## config.mk

```make
export PLATFORM = sky130hd
export DESIGN_NAME = controle_parametrizado
export DESIGN_NICKNAME = d
export VERILOG_FILES = /design/src/rtl/controle_parametrizado.sv
export SDC_FILE = /design/constraint.sdc
export NUM_CORES = 1
export LEC_CHECK = 0
export BUFFER_PORTS_ARGS = -buffer_cell sky130_fd_sc_hd__buf_4
export CORE_MARGIN = 5
export CORE_UTILIZATION = 46
export DETAILED_ROUTE_END_ITERATION = 6
export GPL_TIMING_DRIVEN = 0
export PLACE_DENSITY = 0.78
export SLEW_MARGIN = 30
export SYNTH_ARGS = -nofsm -noshare
export SYNTH_HDL_FRONTEND = slang
export SYNTH_SLANG_ARGS = --single-unit
export TNS_END_PERCENT = 5
```

## constraint.sdc

```tcl
create_clock -name clock -period 2.1 [get_ports clock]
set_input_delay 0.315 -clock clock [delete_from_list [all_inputs] [get_ports clock]]
set_output_delay 0.315 -clock clock [all_outputs]
set_load 0.01 [all_outputs]
```

## src/rtl/controle_parametrizado.sv

```systemverilog
// Multi-cycle control unit: latches an instruction in T0 and drives register-file, A/G, ALU and bus-mux controls in T1..T3.
// Latency: MV/MVI/MVNZ/NOP complete in 2 cycles (T0+T1), ADD/SUB/AND/SLT in 4 cycles (T0..T3); all outputs combinational.
// Backpressure: none; a new instruction is accepted only in T0 when run=1. Optional macro CONTROLE_RETIRED_CNT_EN adds the retired counter.
module controle_parametrizado #(
  parameter  int NREG     = 8,  // legal range 2..16
  localparam int REG_BITS = (NREG > 1) ? $clog2(NREG) : 1,
  localparam int IR_W     = 3 + 2*REG_BITS
) (
  input  logic            clock,
  input  logic            resetn,
  input  logic            run,
  input  logic [IR_W-1:0] ir,
  input  logic            g_nz,
  output logic            ir_in,
  output logic [NREG-1:0] r_in,
  output logic [NREG-1:0] r_out,
  output logic            a_in,
  output logic            g_in,
  output logic            g_out,
  output logic            din_out,
  output logic [1:0]      alu_op,
  output logic            done
`ifdef CONTROLE_RETIRED_CNT_EN
  ,
  output logic [15:0]     retired
`endif
);

  typedef enum logic [1:0] {
    T0 = 2'd0,
    T1 = 2'd1,
    T2 = 2'd2,
    T3 = 2'd3
  } state_t;

  typedef enum logic [2:0] {
    OP_MV   = 3'b000,
    OP_MVI  = 3'b001,
    OP_ADD  = 3'b010,
    OP_SUB  = 3'b011,
    OP_AND  = 3'b100,
    OP_SLT  = 3'b101,
    OP_MVNZ = 3'b110,
    OP_NOP  = 3'b111
  } opcode_t;

  state_t              state, state_nx;
  logic [IR_W-1:0]     ir_q;
  opcode_t             opc;
  logic [REG_BITS-1:0] rx;
  logic [REG_BITS-1:0] ry;
  logic [NREG-1:0]     rx_oh;
  logic [NREG-1:0]     ry_oh;

  // Field extraction from the latched instruction; live ir is only looked at in T0.
  assign opc = opcode_t'(ir_q[IR_W-1 -: 3]);
  assign rx  = ir_q[2*REG_BITS-1 -: REG_BITS];
  assign ry  = ir_q[REG_BITS-1:0];

  // One-hot decode; an index that names no existing register (NREG not a power of 2) yields no bit.
  function automatic logic [NREG-1:0] onehot(input logic [REG_BITS-1:0] idx);
    logic [NREG-1:0] v;
    v = '0;
    for (int i = 0; i < NREG; i++) begin
      if (idx == REG_BITS'(i)) v[i] = 1'b1;
    end
    return v;
  endfunction

  assign rx_oh = onehot(rx);
  assign ry_oh = onehot(ry);

  // State and instruction register; the instruction is captured only on the T0 accept cycle.
  always_ff @(posedge clock or negedge resetn) begin
    if (!resetn) begin
      state <= T0;
      ir_q  <= '0;
    end else begin
      state <= state_nx;
      if (ir_in) ir_q <= ir;
    end
  end

  // Next-state and control decode; everything is forced low while reset is held so run cannot leak to ir_in.
  always_comb begin
    state_nx = state;
    ir_in    = 1'b0;
    r_in     = '0;
    r_out    = '0;
    a_in     = 1'b0;
    g_in     = 1'b0;
    g_out    = 1'b0;
    din_out  = 1'b0;
    alu_op   = 2'b00;
    done     = 1'b0;
    if (resetn) begin
      case (state)
        T0: begin
          if (run) begin
            ir_in    = 1'b1;
            state_nx = T1;
          end
        end
        T1: begin
          case (opc)
            OP_MV: begin
              r_out    = ry_oh;
              r_in     = rx_oh;
              done     = 1'b1;
              state_nx = T0;
            end
            OP_MVI: begin
              din_out  = 1'b1;
              r_in     = rx_oh;
              done     = 1'b1;
              state_nx = T0;
            end
            OP_ADD, OP_SUB, OP_AND, OP_SLT: begin
              // First operand (X) goes to A; Y follows in T2.
              r_out    = rx_oh;
              a_in     = 1'b1;
              state_nx = T2;
            end
            OP_MVNZ: begin
              // Conditional copy on the live flag; the instruction retires either way.
              if (g_nz) begin
                r_out = ry_oh;
                r_in  = rx_oh;
              end
              done     = 1'b1;
              state_nx = T0;
            end
            OP_NOP: begin
              done     = 1'b1;
              state_nx = T0;
            end
          endcase
        end
        T2: begin
          r_out = ry_oh;
          g_in  = 1'b1;
          case (opc)
            OP_SUB:  alu_op = 2'b01;
            OP_AND:  alu_op = 2'b10;
            OP_SLT:  alu_op = 2'b11;
            default: alu_op = 2'b00;
          endcase
          state_nx = T3;
        end
        T3: begin
          g_out    = 1'b1;
          r_in     = rx_oh;
          done     = 1'b1;
          state_nx = T0;
        end
      endcase
    end
  end

`ifdef CONTROLE_RETIRED_CNT_EN
  // Retired-instruction counter; free-running wrap at 16 bits.
  always_ff @(posedge clock or negedge resetn) begin
    if (!resetn) begin
      retired <= 16'd0;
    end else if (done) begin
      retired <= retired + 16'd1;
    end
  end
`endif

endmodule

```

## After elaboration in Yosys (flattened, before gate mapping)

Cells that the tools add are included.

- Reductions and logical operators: 8
- Equality and inequality tests: 25
- Multiplexer cells: 46

Operator list:

| kind | number |
|---|---|
| $pmux W8 S2 | 3 |
| $eq A3 B3 Y1 const B | 12 |
| $mux W8 | 4 |
| $mux W1 | 31 |
| $pmux W8 S3 | 1 |
| $eq A3 B2 Y1 const B | 6 |
| $eq A3 B1 Y1 const B | 3 |
| $logic_not A3 Y1 | 3 |
| $pmux W2 S4 | 1 |
| $reduce_or A4 Y1 | 2 |
| $mux W2 | 3 |
| $pmux W2 S3 | 1 |
| $eq A2 B2 Y1 const B | 2 |
| $pmux W2 S2 | 1 |
| $eq A2 B1 Y1 const B | 1 |
| $logic_not A2 Y1 | 1 |
| $ne A2 B2 Y1 const B | 1 |
| $pmux W1 S2 | 1 |
| $reduce_and A2 Y1 | 1 |
| $reduce_or A2 Y1 | 1 |

- Logic and storage cells: 81
- Register bits: 11
- Bits of input ports: 13
- Output and inout port bits: 24

## Logic depth before layout (Yosys ltp)

Gate-level depths: netlist of run 1.

- Word-level depth: 6
- Gate-level depth with buffers: 5
- Depth with buffers taken out: 5

## Worst setup path after synthesis of run 1

No wires, ideal clock.

- Path kind: flip-flop to output port
- Start: reg state[0]
- End: out r_out[0]
- Data arrival time: 1377 ps
- Path slack: 408 ps
- Path buffers: 0
- Cell stages (with the launch flop): 6
- Required time: 1785 ps
- Cell sequence: dfrtp_1 > inv_1 > ha_1 > nand2_1 > or3_1 > o22ai_1

- Cells in the longest elaborated chain, start to end: 3
- Elaborated cells on any way between the ends: 4
- Classes of those cells: eq/ne (2); mux (2)

Ends and longest elaborated chain:

| what | RTL line | source |
|---|---|---|
| from (decl) | 47 | `state_t state, state_nx;` |
| from (signal assigned) | 79 | `state <= state_nx;` |
| $eq A2 B2 Y1 / $eq A2 B1 Y1 (equally long branches) | 97 | `case (state)` |
| $pmux W8 S2 (*) | 97 |  |
| $mux W8 (*) | 96 | `if (resetn) begin` |
| to (decl) | 16 | `output logic [NREG-1:0] r_out,` |

Every way passes the cells marked *; elsewhere a longest branch is shown, timed or not.

## Worst setup path after layout of run 1

- Start: reg state[0]
- End: out r_in[5]

- Cells in the longest elaborated chain, start to end: 3
- Elaborated cells on any way between the ends: 4
- Classes of those cells: eq/ne (2); mux (2)

Ends and longest elaborated chain:

| what | RTL line | source |
|---|---|---|
| $eq A2 B2 Y1 / $eq A2 B1 Y1 (equally long branches) | 97 |  |
| $pmux W8 S2 (*) | 97 |  |
| $mux W8 (*) | 96 |  |
| to (decl) | 15 | `output logic [NREG-1:0] r_in,` |

Marks and branches as above.

==> metrics.md, run 1 <==
| Metric | Value |
|---|---|
| Worst endpoint required time | `1.78 ns` |
| Total Die Area | `0.00280 mm^2` |
| Buffer levels on the longest clock path | `2` |
| # rows | `15` |
| Total I/O pin count | `37` |
| Switching share of power | `46.1%` |
| Measured slew at the worst slew-check pin | `0.531 ns` |
| Clock insertion delay at the later pin of the skew report | `0.27 ns` |
| Delay contributed by the slowest stage of the critical path | `0.43 ns` |
| Max IR drop VDD | `1.14 mV` |
| Avg Cell Area, Syn | `9.74 um^2` |
| Aggregate global routing overflow | `0` |
| Combinational fraction of design power | `62.1%` |
| Count of yosys warnings during synthesis | `0` |
| Clock edge transition at the registers on the reported setup and hold paths | `0.08 ns` |
| Die height | `52.9 um` |
| Initial core utilization | `48.5%` |
| Sw Pwr | `0.760 mW` |
| Final count of pins violating max slew | `0` |
| Final setup TNS | `0 ns` |
| Synthesized netlist net count | `105` |
| Crit. End Element | `primary output` |
| Maximum fanout along the worst path | `8` |
| Power per standard cell area | `1290 mW/mm^2` |
| Horizontal die dimension | `52.9 um` |
| Maximum level of the CTS H-tree | `1` |
| N_diodes | `0` |
| Via total after detailed routing | `894` |
| Number of buffers inserted during clock tree synthesis | `3` |
| Syn Inst Count | `87` |
| Post-Route Utilization | `73.4%` |
| Hold crit path type | `in -> reg` |
| First-iteration detailed-routing DRC count | `12` |
| TritonCTS clock tree | `built` |
| Remaining design rule violation count | `0` |
| Fill cells | `139` |
| Sequential cell fraction of total power | `29.1%` |
| Mapped Area | `847 um^2` |
| Clock skew | `0.00590 ns` |
| Final count of negative-setup-slack endpoints | `0` |
| Maximum number of pins on one net before global-route repair | `12` |
| Proportion of layout cells with a drive suffix above 1 | `55.7%` |
| Maximum operating frequency | `479 MHz` |
| GP Congestion | `0.773` |
| Share of the cycle needed by the critical path after routing | `99.4%` |
| Setup repair after global routing missed its margin | `yes` |
| Startpoint type of the worst setup path | `register` |
| Post-detailed-route count of antenna-violating nets | `0` |
| Hold violation count in the final report | `0` |
| Area used by multi-input combinational logic | `617 um^2` |
| Fin nets | `150` |
| Internal power | `0.891 mW` |
| Via/cell ratio | `5.73` |
| Sequential cell area | `275 um^2` |
| Via count of the first global-routing pass | `854` |
| Path type of the worst setup path | `reg -> out` |
| Total detailed-routing wirelength | `2.55 mm` |
| First-pass GRT wire length | `3.88 mm` |
| Status | `completed` |
| Power after layout | `1.65 mW` |
| Area growth from synthesis to final layout | `51.3%` |
| Routed length per placed instance | `16.4 um` |
| Arrival @ worst endpoint | `1.77 ns` |
| Number of sinks driven by the clock tree | `11` |
| Lkg Pwr | `0.584 nW` |
| CORE AREA | `0.00175 mm^2` |
| Clock share of power | `8.8%` |
| Normalized max-slew margin | `64.3%` |
| Cell variety after synth | `30` |
| DP Wirelength | `1.86 mm` |
| Count of TritonRoute iterations in the first routing pass | `4` |
| Combined global-route utilization of all metal layers | `19.0%` |
| Slowest library cell on the worst path | `dfrtp_1` |
| CTS Root Cell | `clkbuf_4` |
| Series of cell instances along the critical path | `ha_1, and2_1, a211oi_4, nor4_1, buf_4` |
| Initial antenna violation count | `0` |
| Quantity of I/O buffers inserted on ports | `36` |
| Sequential share of the synthesized area | `32.5%` |
| Seq cells post-synth | `11` |
| Max-capacitance violation count | `0` |
| Fin crit period | `2.09 ns` |
-- path summary, 6_finish.rpt --
path / from / end / slack [ns] / depth (start not counted)
worst max-delay path: state[0] / r_in[5] / 0.01 / 5
worst min-delay path: ir[5] / ir_q[5] / 0.27 / 2
worst max register to register: register / ir_q[6] / 0.46 / 4
worst min register to register: ir_q[1] / ir_q[1] / 0.57 / 1
max in group asynchronous: resetn / ir_q[0] / 1.15 / 2
min in group asynchronous: resetn / asynchronous set/reset pin / 0.59 / 2
-- logic make-up (layout without fill, tap and decap cells) --
kind of cell / count (synthesis) / in the layout / share of synthesized area [%]
AOI/OAI and AO/OA: 17 / 17 / 15.1
xor gates and xnor gates: 1 / 1 / 1.92
adders and majority gates: 5 / 5 / 7.39
buffers and inverters: 7 / 51 / 3.25
DFF: 11 / 11 / 32.5
muxes: 11 / 11 / 14.3
and+or+nand+nor: 35 / 35 / 25.6
-- metal layers --
layer	vias up	share of wire (%)	GRT usage, %
met5	-	0	0
met4	0	1.3	3.83
met3	4	4.5	4.79
met2	23	56	34.9
met1	441	38	21.9
li1	426	-	-
-- power groups by stage --
stage | clock [mW] | combinational [mW] | sequential, mW
2_1_floorplan | 0 | 0.604 | 0.426
3_3_place_gp | 0 | 0.789 | 0.451
3_5_place_dp | 0 | 0.824 | 0.460
4_1_cts | 0.151 | 0.907 | 0.462
5_1_grt | 0.165 | 1.12 | 0.507
6_report | 0.145 | 1.03 | 0.480
-- metrics by stage --
| step | area [um^2] | worst slack, ns | instances | hold WS [ns] |
|---|---|---|---|---|
| final | 1280 | 0.0125 | 156 | 0.274 |
| after floorplan | 847 | 0.408 | 87 | 0.0194 |
| after global routing | 1280 | -0.0845 | 156 | 0.260 |
| after global placement | 1150 | 0.247 | 148 | 0.172 |
| after detailed placement | 1150 | 0.197 | 148 | 0.174 |
| after CTS | 1220 | 0.0116 | 154 | 0.271 |
-- placed cells by master (no fill, tap or decap), types with 2 or more instances in the layout --
cell,count
and2_1,2
and3_2,2
and3b_2,2
buf_4,39
clkbuf_4,3
dfrtp_1,11
ha_1,2
ha_4,3
inv_1,4
inv_2,2
mux2_2,9
mux2i_1,2
nand2_1,3
nand2b_1,2
nand4_1,2
nand4b_1,3
nor2_1,3
nor3_1,4
nor4_1,4
o211ai_1,2
o21ai_0,2
o221ai_2,2
o22ai_1,7
-- registers in the layout, indices dropped and copies added (netlist names), named ones only --
register  cells
ir_q          9
state         1
-- cell type report --
cell class                 count  share of cell area (%)
multi-input combinational     69                    48.1
timing repair buffer          40                    23.6
sequential                    11                    21.5
tap                           25                    2.44
clock buffer                   3                    1.76
inverter                       6                    1.76
clock inverter                 1                   0.391
buffer                         1                   0.391
-- worst max-delay path, delay by kind of cell (launching register included) --
family / cells / cell delay [ns]
compound gates: 1 / 0.33
fa+ha+maj: 1 / 0.27
buf+inv: 1 / 0.17
flops: 1 / 0.43
simple gates: 2 / 0.30
-- synthesized netlist by cell type --
master,instances,area [um^2]
mux2i_1,2,20.0
nand2b_1,2,12.5
and3b_2,2,20.0
and2_2,1,7.51
o21a_1,1,7.51
nand3_1,1,5.00
nor2_1,3,11.3
a211oi_4,1,20.0
o22ai_1,8,50.1
or2_2,1,6.26
and3_1,1,6.26
and3_2,2,15.0
and2_1,3,18.8
o21ai_0,2,10.0
mux2_2,9,101
o211ai_1,2,15.0
nor3_1,4,20.0
nand4_1,2,12.5
or3_1,1,6.26
buf_2,1,5.00
nand4b_1,3,26.3
inv_1,6,22.5
ha_1,5,62.6
nand2_1,3,11.3
nor2b_1,1,6.26
xor2_2,1,16.3
o21bai_1,1,7.51
nor4_1,5,31.3
o221ai_1,2,17.5
dfrtp_1,11,275
-- repair_timing --
action,in CTS,in global routing
setup buffers,1,2
gates cloned,0,0
gates resized for setup,8,7
pin swaps,1,5
setup endpoints to repair,9,16
hold buffers,1,0
hold endpoints to repair,11,0
No activity file was read; power rests on OpenSTA's default activity.
==> run 2: changes to the inputs <==
--- a/config.mk
+++ b/config.mk
@@ -11,6 +11,7 @@
 export DETAILED_ROUTE_END_ITERATION = 6
 export GPL_TIMING_DRIVEN = 0
 export PLACE_DENSITY = 0.78
+export REMOVE_ABC_BUFFERS = 1
 export SLEW_MARGIN = 30
 export SYNTH_ARGS = -nofsm -noshare
 export SYNTH_HDL_FRONTEND = slang
==> metrics.md, run 2 (synthesis results as in run 1) <==
| Metric | Value |
|---|---|
| Arrival @ worst endpoint | `1.78 ns (about the same)` |
| Worst endpoint required time | `1.78 ns (about the same)` |
| Hold crit path type | `in -> reg` |
| Combinational fraction of design power | `60.8% (-1.3 points)` |
| Post-detailed-route count of antenna-violating nets | `0 (unchanged)` |
| Count of TritonRoute iterations in the first routing pass | `4 (unchanged)` |
| Total detailed-routing wirelength | `2.45 mm (-4.0%)` |
| Status | `completed` |
| Worst slack at placement | `0.194 ns (-0.00307 ns)` |
| Remaining design rule violation count | `0 (unchanged)` |
| Proportion of layout cells with a drive suffix above 1 | `57.4% (+1.6 points)` |
| DP Wirelength | `1.74 mm (-6.6%)` |
| Maximum operating frequency | `477 MHz (-0.36%)` |
| # rows | `15 (unchanged)` |
| Initial antenna violation count | `0 (unchanged)` |
| Power per standard cell area | `1300 mW/mm^2 (+1.0%)` |
| Clock insertion delay at the later pin of the skew report | `0.27 ns (about the same)` |
| Registers with the most flip-flops | `ir_q x9, state x1` |
| Power after layout | `1.70 mW (+2.7%)` |
| Clock share of power | `8.6% (-0.2 points)` |
| Switching share of power | `46.3% (+0.27 points)` |
| Register with the highest flop count | `ir_q` |
| Flip-flop count of the largest register, all copies and words added | `9 (unchanged)` |
| Startpoint type of the worst setup path | `register` |
| Setup repair after global routing missed its margin | `yes` |
| Delay contributed by the slowest stage of the critical path | `0.47 ns (+0.04 ns)` |
| Max IR drop VDD | `1.01 mV (-12%)` |
| Total Die Area | `0.00280 mm^2 (unchanged)` |
| Fin crit period | `2.09 ns (+0.00744 ns)` |
| Quantity of I/O buffers inserted on ports | `36 (unchanged)` |
| Maximum number of pins on one net before global-route repair | `15 (+3)` |
| N_diodes | `0 (unchanged)` |
| Total I/O pin count | `37 (unchanged)` |
| Via count of the first global-routing pass | `808 (-5.4%)` |
| Post-Route Utilization | `74.6% (+1.2 points)` |
| Series of cell instances along the critical path | `ha_4, and2_1, a211oi_4, nor4_1, buf_4` |
| Via total after detailed routing | `879 (-1.7%)` |
| Sequential cell fraction of total power | `30.7% (+1.6 points)` |
| Buffer levels on the longest clock path | `2 (unchanged)` |
| Normalized max-slew margin | `63.6% (-0.67 points)` |
| Area growth from synthesis to final layout | `53.8%` |
| Fin nets | `148 (-1.3%)` |
| First-pass GRT wire length | `3.55 mm (-8.4%)` |
| Final count of pins violating max slew | `0 (unchanged)` |
| Aggregate global routing overflow | `0 (unchanged)` |
| Final count of negative-setup-slack endpoints | `0 (unchanged)` |
| CTS Root Cell | `clkbuf_4` |
| Buffers plus inverters on the worst setup path | `1 (unchanged)` |
| Hold violation count in the final report | `0 (unchanged)` |
| Maximum fanout along the worst path | `8 (unchanged)` |
| Slack of the critical path | `0.00502 ns (-0.00744 ns)` |
| Number of non-filler instances in the completed layout | `154 (-1.3%)` |
| Horizontal die dimension | `52.9 um (unchanged)` |
| Lkg Pwr | `0.580 nW (-0.65%)` |
| Via/cell ratio | `5.71 (-0.40%)` |
| Path type of the worst setup path | `reg -> out` |
| Initial core utilization | `48.5% (unchanged)` |
| First-iteration detailed-routing DRC count | `14 (+2)` |
| TritonCTS clock tree | `built` |
| Cell family with the largest share of critical-path delay | `flip-flops` |
| Combined global-route utilization of all metal layers | `17.5% (-1.4 points)` |
| Commonest cells after routing, fill and taps aside | `buf_4 (37), mux2_2 (9), dfrtp_1 (9), o22ai_1 (8)` |
| Die height | `52.9 um (unchanged)` |
| Clock skew | `0.00245 ns (-0.00346 ns)` |
| Internal power | `0.910 mW (+2.2%)` |
| Clock edge transition at the registers on the reported setup and hold paths | `0.07 ns (about the same)` |
| Number of cells after detailed placement | `147 (-0.68%)` |
| Commonest non-fill, non-tap cell in the layout | `buf_4` |
| Slowest library cell on the worst path | `dfrtp_2` |
| Maximum level of the CTS H-tree | `1 (unchanged)` |
| Sw Pwr | `0.785 mW (+3.3%)` |
| Routed length per placed instance | `15.9 um (-2.7%)` |
| Max-capacitance violation count | `0 (unchanged)` |
| Crit. End Element | `primary output` |
| Number of buffers inserted during clock tree synthesis | `3 (unchanged)` |
| Measured slew at the worst slew-check pin | `0.544 ns (+0.0138 ns)` |
| Number of sinks driven by the clock tree | `11 (unchanged)` |
| CORE AREA | `0.00175 mm^2 (unchanged)` |
| Final setup TNS | `0 ns (unchanged)` |
| GP Congestion | `0.757 (-2.1%)` |
| Share of the cycle needed by the critical path after routing | `99.8% (+0.35 points)` |
run 2: repair_timing:
item / CTS / global route
cloned: 0 / 0
endpoints found under the setup margin: 10 / 17
hold endpoints to repair: 11 / 0
resized for setup: 8 / 16
pin swaps: 1 / 9
hold buffers: 1 / 0
buffers inserted: 0 / 2
run 2: metrics by stage:
stage	hold slack [ns]	instance area, um^2
6_report	0.273	1300
5_1_grt	0.258	1300
4_1_cts	0.264	1210
3_5_place_dp	0.200	1140
3_3_place_gp	0.198	1140
2_1_floorplan	0.0194	842
run 2: layout make-up:
class | instances | area [um^2]
Inverter | 6 | 27.5
Sequential cell | 11 | 278
Multi-Input combinational cell | 69 | 639
Clock inverter | 1 | 5.00
Tap cell | 25 | 31.3
Clock buffer | 3 | 22.5
Timing Repair Buffer | 39 | 299
Fill cell | 130 | 443
run 2: power by group through the flow:
stage                     registers (mW)  logic, mW  clock network, mW
after global routing               0.543       1.11              0.167
after floorplan                    0.426      0.602                  0
final                              0.520       1.03              0.145
after CTS                          0.468      0.890              0.153
after global placement             0.452      0.787                  0
after detailed placement           0.465      0.815                  0
run 2: worst register-to-register path, cell delays in order (launching register included):
cell	delay (ns)
dfrtp_2	0.47
inv_4	0.12
ha_4	0.14
nand3_1	0.35
mux2_2	0.42
run 2: routing by layer:
| layer | vias to the layer above | track usage, % | routed length [um] |
|---|---|---|---|
| li1 | 421 | - | - |
| met1 | 422 | 19.7 | 922 |
| met5 | - | 0 | 0 |
| met4 | 0 | 5.11 | 15 |
| met3 | 2 | 5.63 | 155 |
| met2 | 34 | 31.2 | 1360 |
run 2: path summary, 6_finish.rpt:
path,start,end,slack [ns],depth (start not counted)
min in group asynchronous,resetn,ir_q[5],0.67,2
max in group asynchronous,resetn,state[0],1.04,2
worst min-delay path,ir[1],ir_q[1],0.27,2
worst max register to register,register,ir_q[0],0.49,4
worst min register to register,ir_q[1],ir_q[1],0.57,1
worst max-delay path,register,r_in[1],0.005,5
==> run 3: changes to the inputs <==
--- a/config.mk
+++ b/config.mk
@@ -7,10 +7,10 @@
 export LEC_CHECK = 0
 export BUFFER_PORTS_ARGS = -buffer_cell sky130_fd_sc_hd__buf_4
 export CORE_MARGIN = 5
-export CORE_UTILIZATION = 46
+export CORE_UTILIZATION = 42
 export DETAILED_ROUTE_END_ITERATION = 6
 export GPL_TIMING_DRIVEN = 0
-export PLACE_DENSITY = 0.78
+export PLACE_DENSITY = 0.75
 export REMOVE_ABC_BUFFERS = 1
 export SLEW_MARGIN = 30
 export SYNTH_ARGS = -nofsm -noshare
==> constraint.sdc (replaced) <==
create_clock -name clock -period 1.73 [get_ports clock]
set_input_delay 0.2595 -clock clock [delete_from_list [all_inputs] [get_ports clock]]
set_output_delay 0.2595 -clock clock [all_outputs]
set_load 0.01 [all_outputs]
==> metrics.md, run 3 (synthesis results as in run 1) <==
| Metric | Value |
|---|---|
| Die height | `54.9 um (+3.8%)` |
| Hold slack final | `0.221 ns (-0.0523 ns)` |
| Max IR drop VDD | `1.11 mV (+11%)` |
| N_diodes | `0 (unchanged)` |
| Power per standard cell area | `1580 mW/mm^2 (+21%)` |
| TritonCTS clock tree | `built` |
| Post-detailed-route count of antenna-violating nets | `0 (unchanged)` |
| Initial antenna violation count | `0 (unchanged)` |
| Number of buffers inserted during clock tree synthesis | `3 (unchanged)` |
| Sequential cell fraction of total power | `28.0% (-2.7 points)` |
| Total detailed-routing wirelength | `2.52 mm (+2.9%)` |
| Final count of negative-setup-slack endpoints | `20 (+20)` |
| Arrival @ worst endpoint | `1.79 ns (about the same)` |
| Remaining design rule violation count | `0 (unchanged)` |
| GP Congestion | `0.748 (-1.2%)` |
| Quantity of I/O buffers inserted on ports | `36 (unchanged)` |
| Worst Hold Path EP | `ir_q[1]` |
| Via/cell ratio | `5.63 (-1.5%)` |
| Via count of the first global-routing pass | `887 (+9.8%)` |
| Number of sinks driven by the clock tree | `11 (unchanged)` |
| Measured slew at the worst slew-check pin | `0.537 ns (-0.00775 ns)` |
| DP Wirelength | `1.72 mm (-0.86%)` |
| # rows | `16 (+1)` |
| Hold Path Origin | `ir[1]` |
| Routed length per placed instance | `15.8 um (-0.96%)` |
| Endpoint of the worst-slack reg-to-reg timing path | `ir_q[0]` |
| Internal power | `1.15 mW (+27%)` |
| Combined global-route utilization of all metal layers | `17.5% (-0.057 points)` |
| R2r worst-path depth | `4 (unchanged)` |
| Maximum number of pins on one net before global-route repair | `15 (unchanged)` |
| Failing checks | `negative setup slack` |
| Fill cells | `165 (+27%)` |
| Maximum fanout along the worst path | `6 (-2)` |
| Register-to-register setup slack | `0.32 ns (-0.17 ns)` |
| Switching share of power | `45.3% (-1.0 points)` |
| Combinational fraction of design power | `63.6% (+2.8 points)` |
| Total Die Area | `0.00302 mm^2 (+7.7%)` |
| Clock share of power | `8.4% (-0.2 points)` |
| Flip-flop count of the largest register, all copies and words added | `9 (unchanged)` |
| Maximum level of the CTS H-tree | `1 (unchanged)` |
| Register with the highest flop count | `ir_q` |
| First-pass GRT wire length | `3.81 mm (+7.2%)` |
| Path type of the worst setup path | `reg -> out` |
| Max-capacitance violation count | `0 (unchanged)` |
| Clock insertion delay at the later pin of the skew report | `0.26 ns (about the same)` |
| Sw Pwr | `0.956 mW (+22%)` |
| Aggregate global routing overflow | `0 (unchanged)` |
| Share of the cycle needed by the critical path after routing | `118%` |
| Lkg Pwr | `0.597 nW (+2.9%)` |
| Horizontal die dimension | `54.9 um (+3.8%)` |
| Count of TritonRoute iterations in the first routing pass | `4 (unchanged)` |
| Hold violation count in the final report | `0 (unchanged)` |
| Setup repair after global routing missed its margin | `yes` |
| Commonest non-fill, non-tap cell in the layout | `buf_4` |
| Fin nets | `152 (+2.7%)` |
| Registers with the most flip-flops | `ir_q x9, state x1` |
| CTS Root Cell | `clkbuf_4` |
| First-iteration detailed-routing DRC count | `20 (+6)` |
| Worst endpoint required time | `1.47 ns (-0.31 ns)` |
| Initial core utilization | `43.6% (-4.9 points)` |
| Power after layout | `2.11 mW (+24%)` |
| Fin crit period | `2.05 ns` |
| Post-Route Utilization | `68.9% (-5.7 points)` |
| Commonest cells after routing, fill and taps aside | `buf_4 (41), mux2_2 (9), dfrtp_1 (8), o22ai_1 (5)` |
| Clock skew | `0.00203 ns (-0.000419 ns)` |
| Hold crit path type | `in -> reg` |
| Status | `finished with violations` |
| Maximum operating frequency | `488 MHz` |
| Total I/O pin count | `37 (unchanged)` |
| CORE AREA | `0.00194 mm^2 (+11%)` |
| Clock edge transition at the registers on the reported setup and hold paths | `0.07 ns (about the same)` |
| Final count of pins violating max slew | `0 (unchanged)` |
| Proportion of layout cells with a drive suffix above 1 | `63.9% (+6.5 points)` |
| Normalized max-slew margin | `64.1% (+0.52 points)` |
| Buffer levels on the longest clock path | `2 (unchanged)` |
| Startpoint type of the worst setup path | `register` |
| Area growth from synthesis to final layout | `57.9%` |
| Number of cells on the worst hold path | `2 (unchanged)` |
| Slack of the critical path | `-0.318 ns (-0.323 ns)` |
| Via total after detailed routing | `900 (+2.4%)` |
| Crit. End Element | `primary output` |
==> run 3: changes by cell type in the layout (fill, tap and decap cells not counted), moves of 2 or more <==
cell and change:
buf_4 +4, o22ai_1 -3, o22ai_2 +3, ha_2 +2, ha_4 -2, inv_2 +2, inv_4 -2
==> run 3: cell type report <==
type / instances / area [um^2] / share of cell area [%]
Multi-Input combinational cell: 69 / 647 / 48.4
Timing Repair Buffer: 43 / 329 / 24.6
Sequential cell: 11 / 279 / 20.9
Tap cell: 27 / 33.8 / 2.53
Clock buffer: 4 / 26.3 / 1.96
Inverter: 6 / 22.5 / 1.68
==> run 3: metrics by stage <==
stage | setup TNS (ns) | area (um^2) | worst slack, ns | cells
floorplan | 0 | 842 | 0.0937 | 86
CTS | -3.75 | 1310 | -0.259 | 158
detailed placement | -0.742 | 1150 | -0.116 | 149
global route | -6.02 | 1340 | -0.389 | 160
finish | -4.29 | 1340 | -0.318 | 160
global placement | -0.410 | 1150 | -0.0616 | 149
==> run 3: worst max-delay path: stages, from the launching register on <==
cell,delay (ns)
dfrtp_1,0.42
inv_2,0.14
ha_4,0.19
and2_4,0.16
nand4_1,0.19
o22ai_1,0.27
buf_4,0.16
==> run 3: how the worst max path moves through the flow <==
stage | startpoint | endpoint | slack (ns) | cells past startpoint
5_1_grt | register | r_out[6] | -0.39 | 6
4_1_cts | state[0] | r_out[7] | -0.26 | 6
2_1_floorplan | state[0] | r_out[0] | 0.09 | 5
3_3_place_gp | state[0] | r_out[7] | -0.06 | 6
3_5_place_dp | state[0] | r_out[2] | -0.12 | 6
6_report | register | r_out[6] | -0.32 | 6
==> run 3: repair_timing <==
action / CTS / global route
buffers inserted: 4 / 2
setup endpoints to repair: 22 / 22
endpoints found under the hold margin: 11 / 0
pin swaps: 5 / 5
hold buffers: 1 / 0
gates resized for setup: 22 / 4
==> run 3: routing by layer <==
layer	routed length, um	part of all wire (%)	vias up	GRT usage [%]
li1	-	-	424	-
met2	1280	51	37	30.3
met3	211	8.4	10	4.29
met5	0	0	-	0
met4	57	2.3	0	8.91
met1	976	39	429	19.7
==> run 3: power groups by stage <==
stage                     clock network (mW)  registers [mW]  logic, mW
final                                  0.178           0.590       1.34
after global placement                     0           0.550      0.965
after detailed placement                   0           0.558      0.998
after CTS                              0.187           0.576       1.27
after global routing                   0.200           0.618       1.44
after floorplan                            0           0.517      0.731
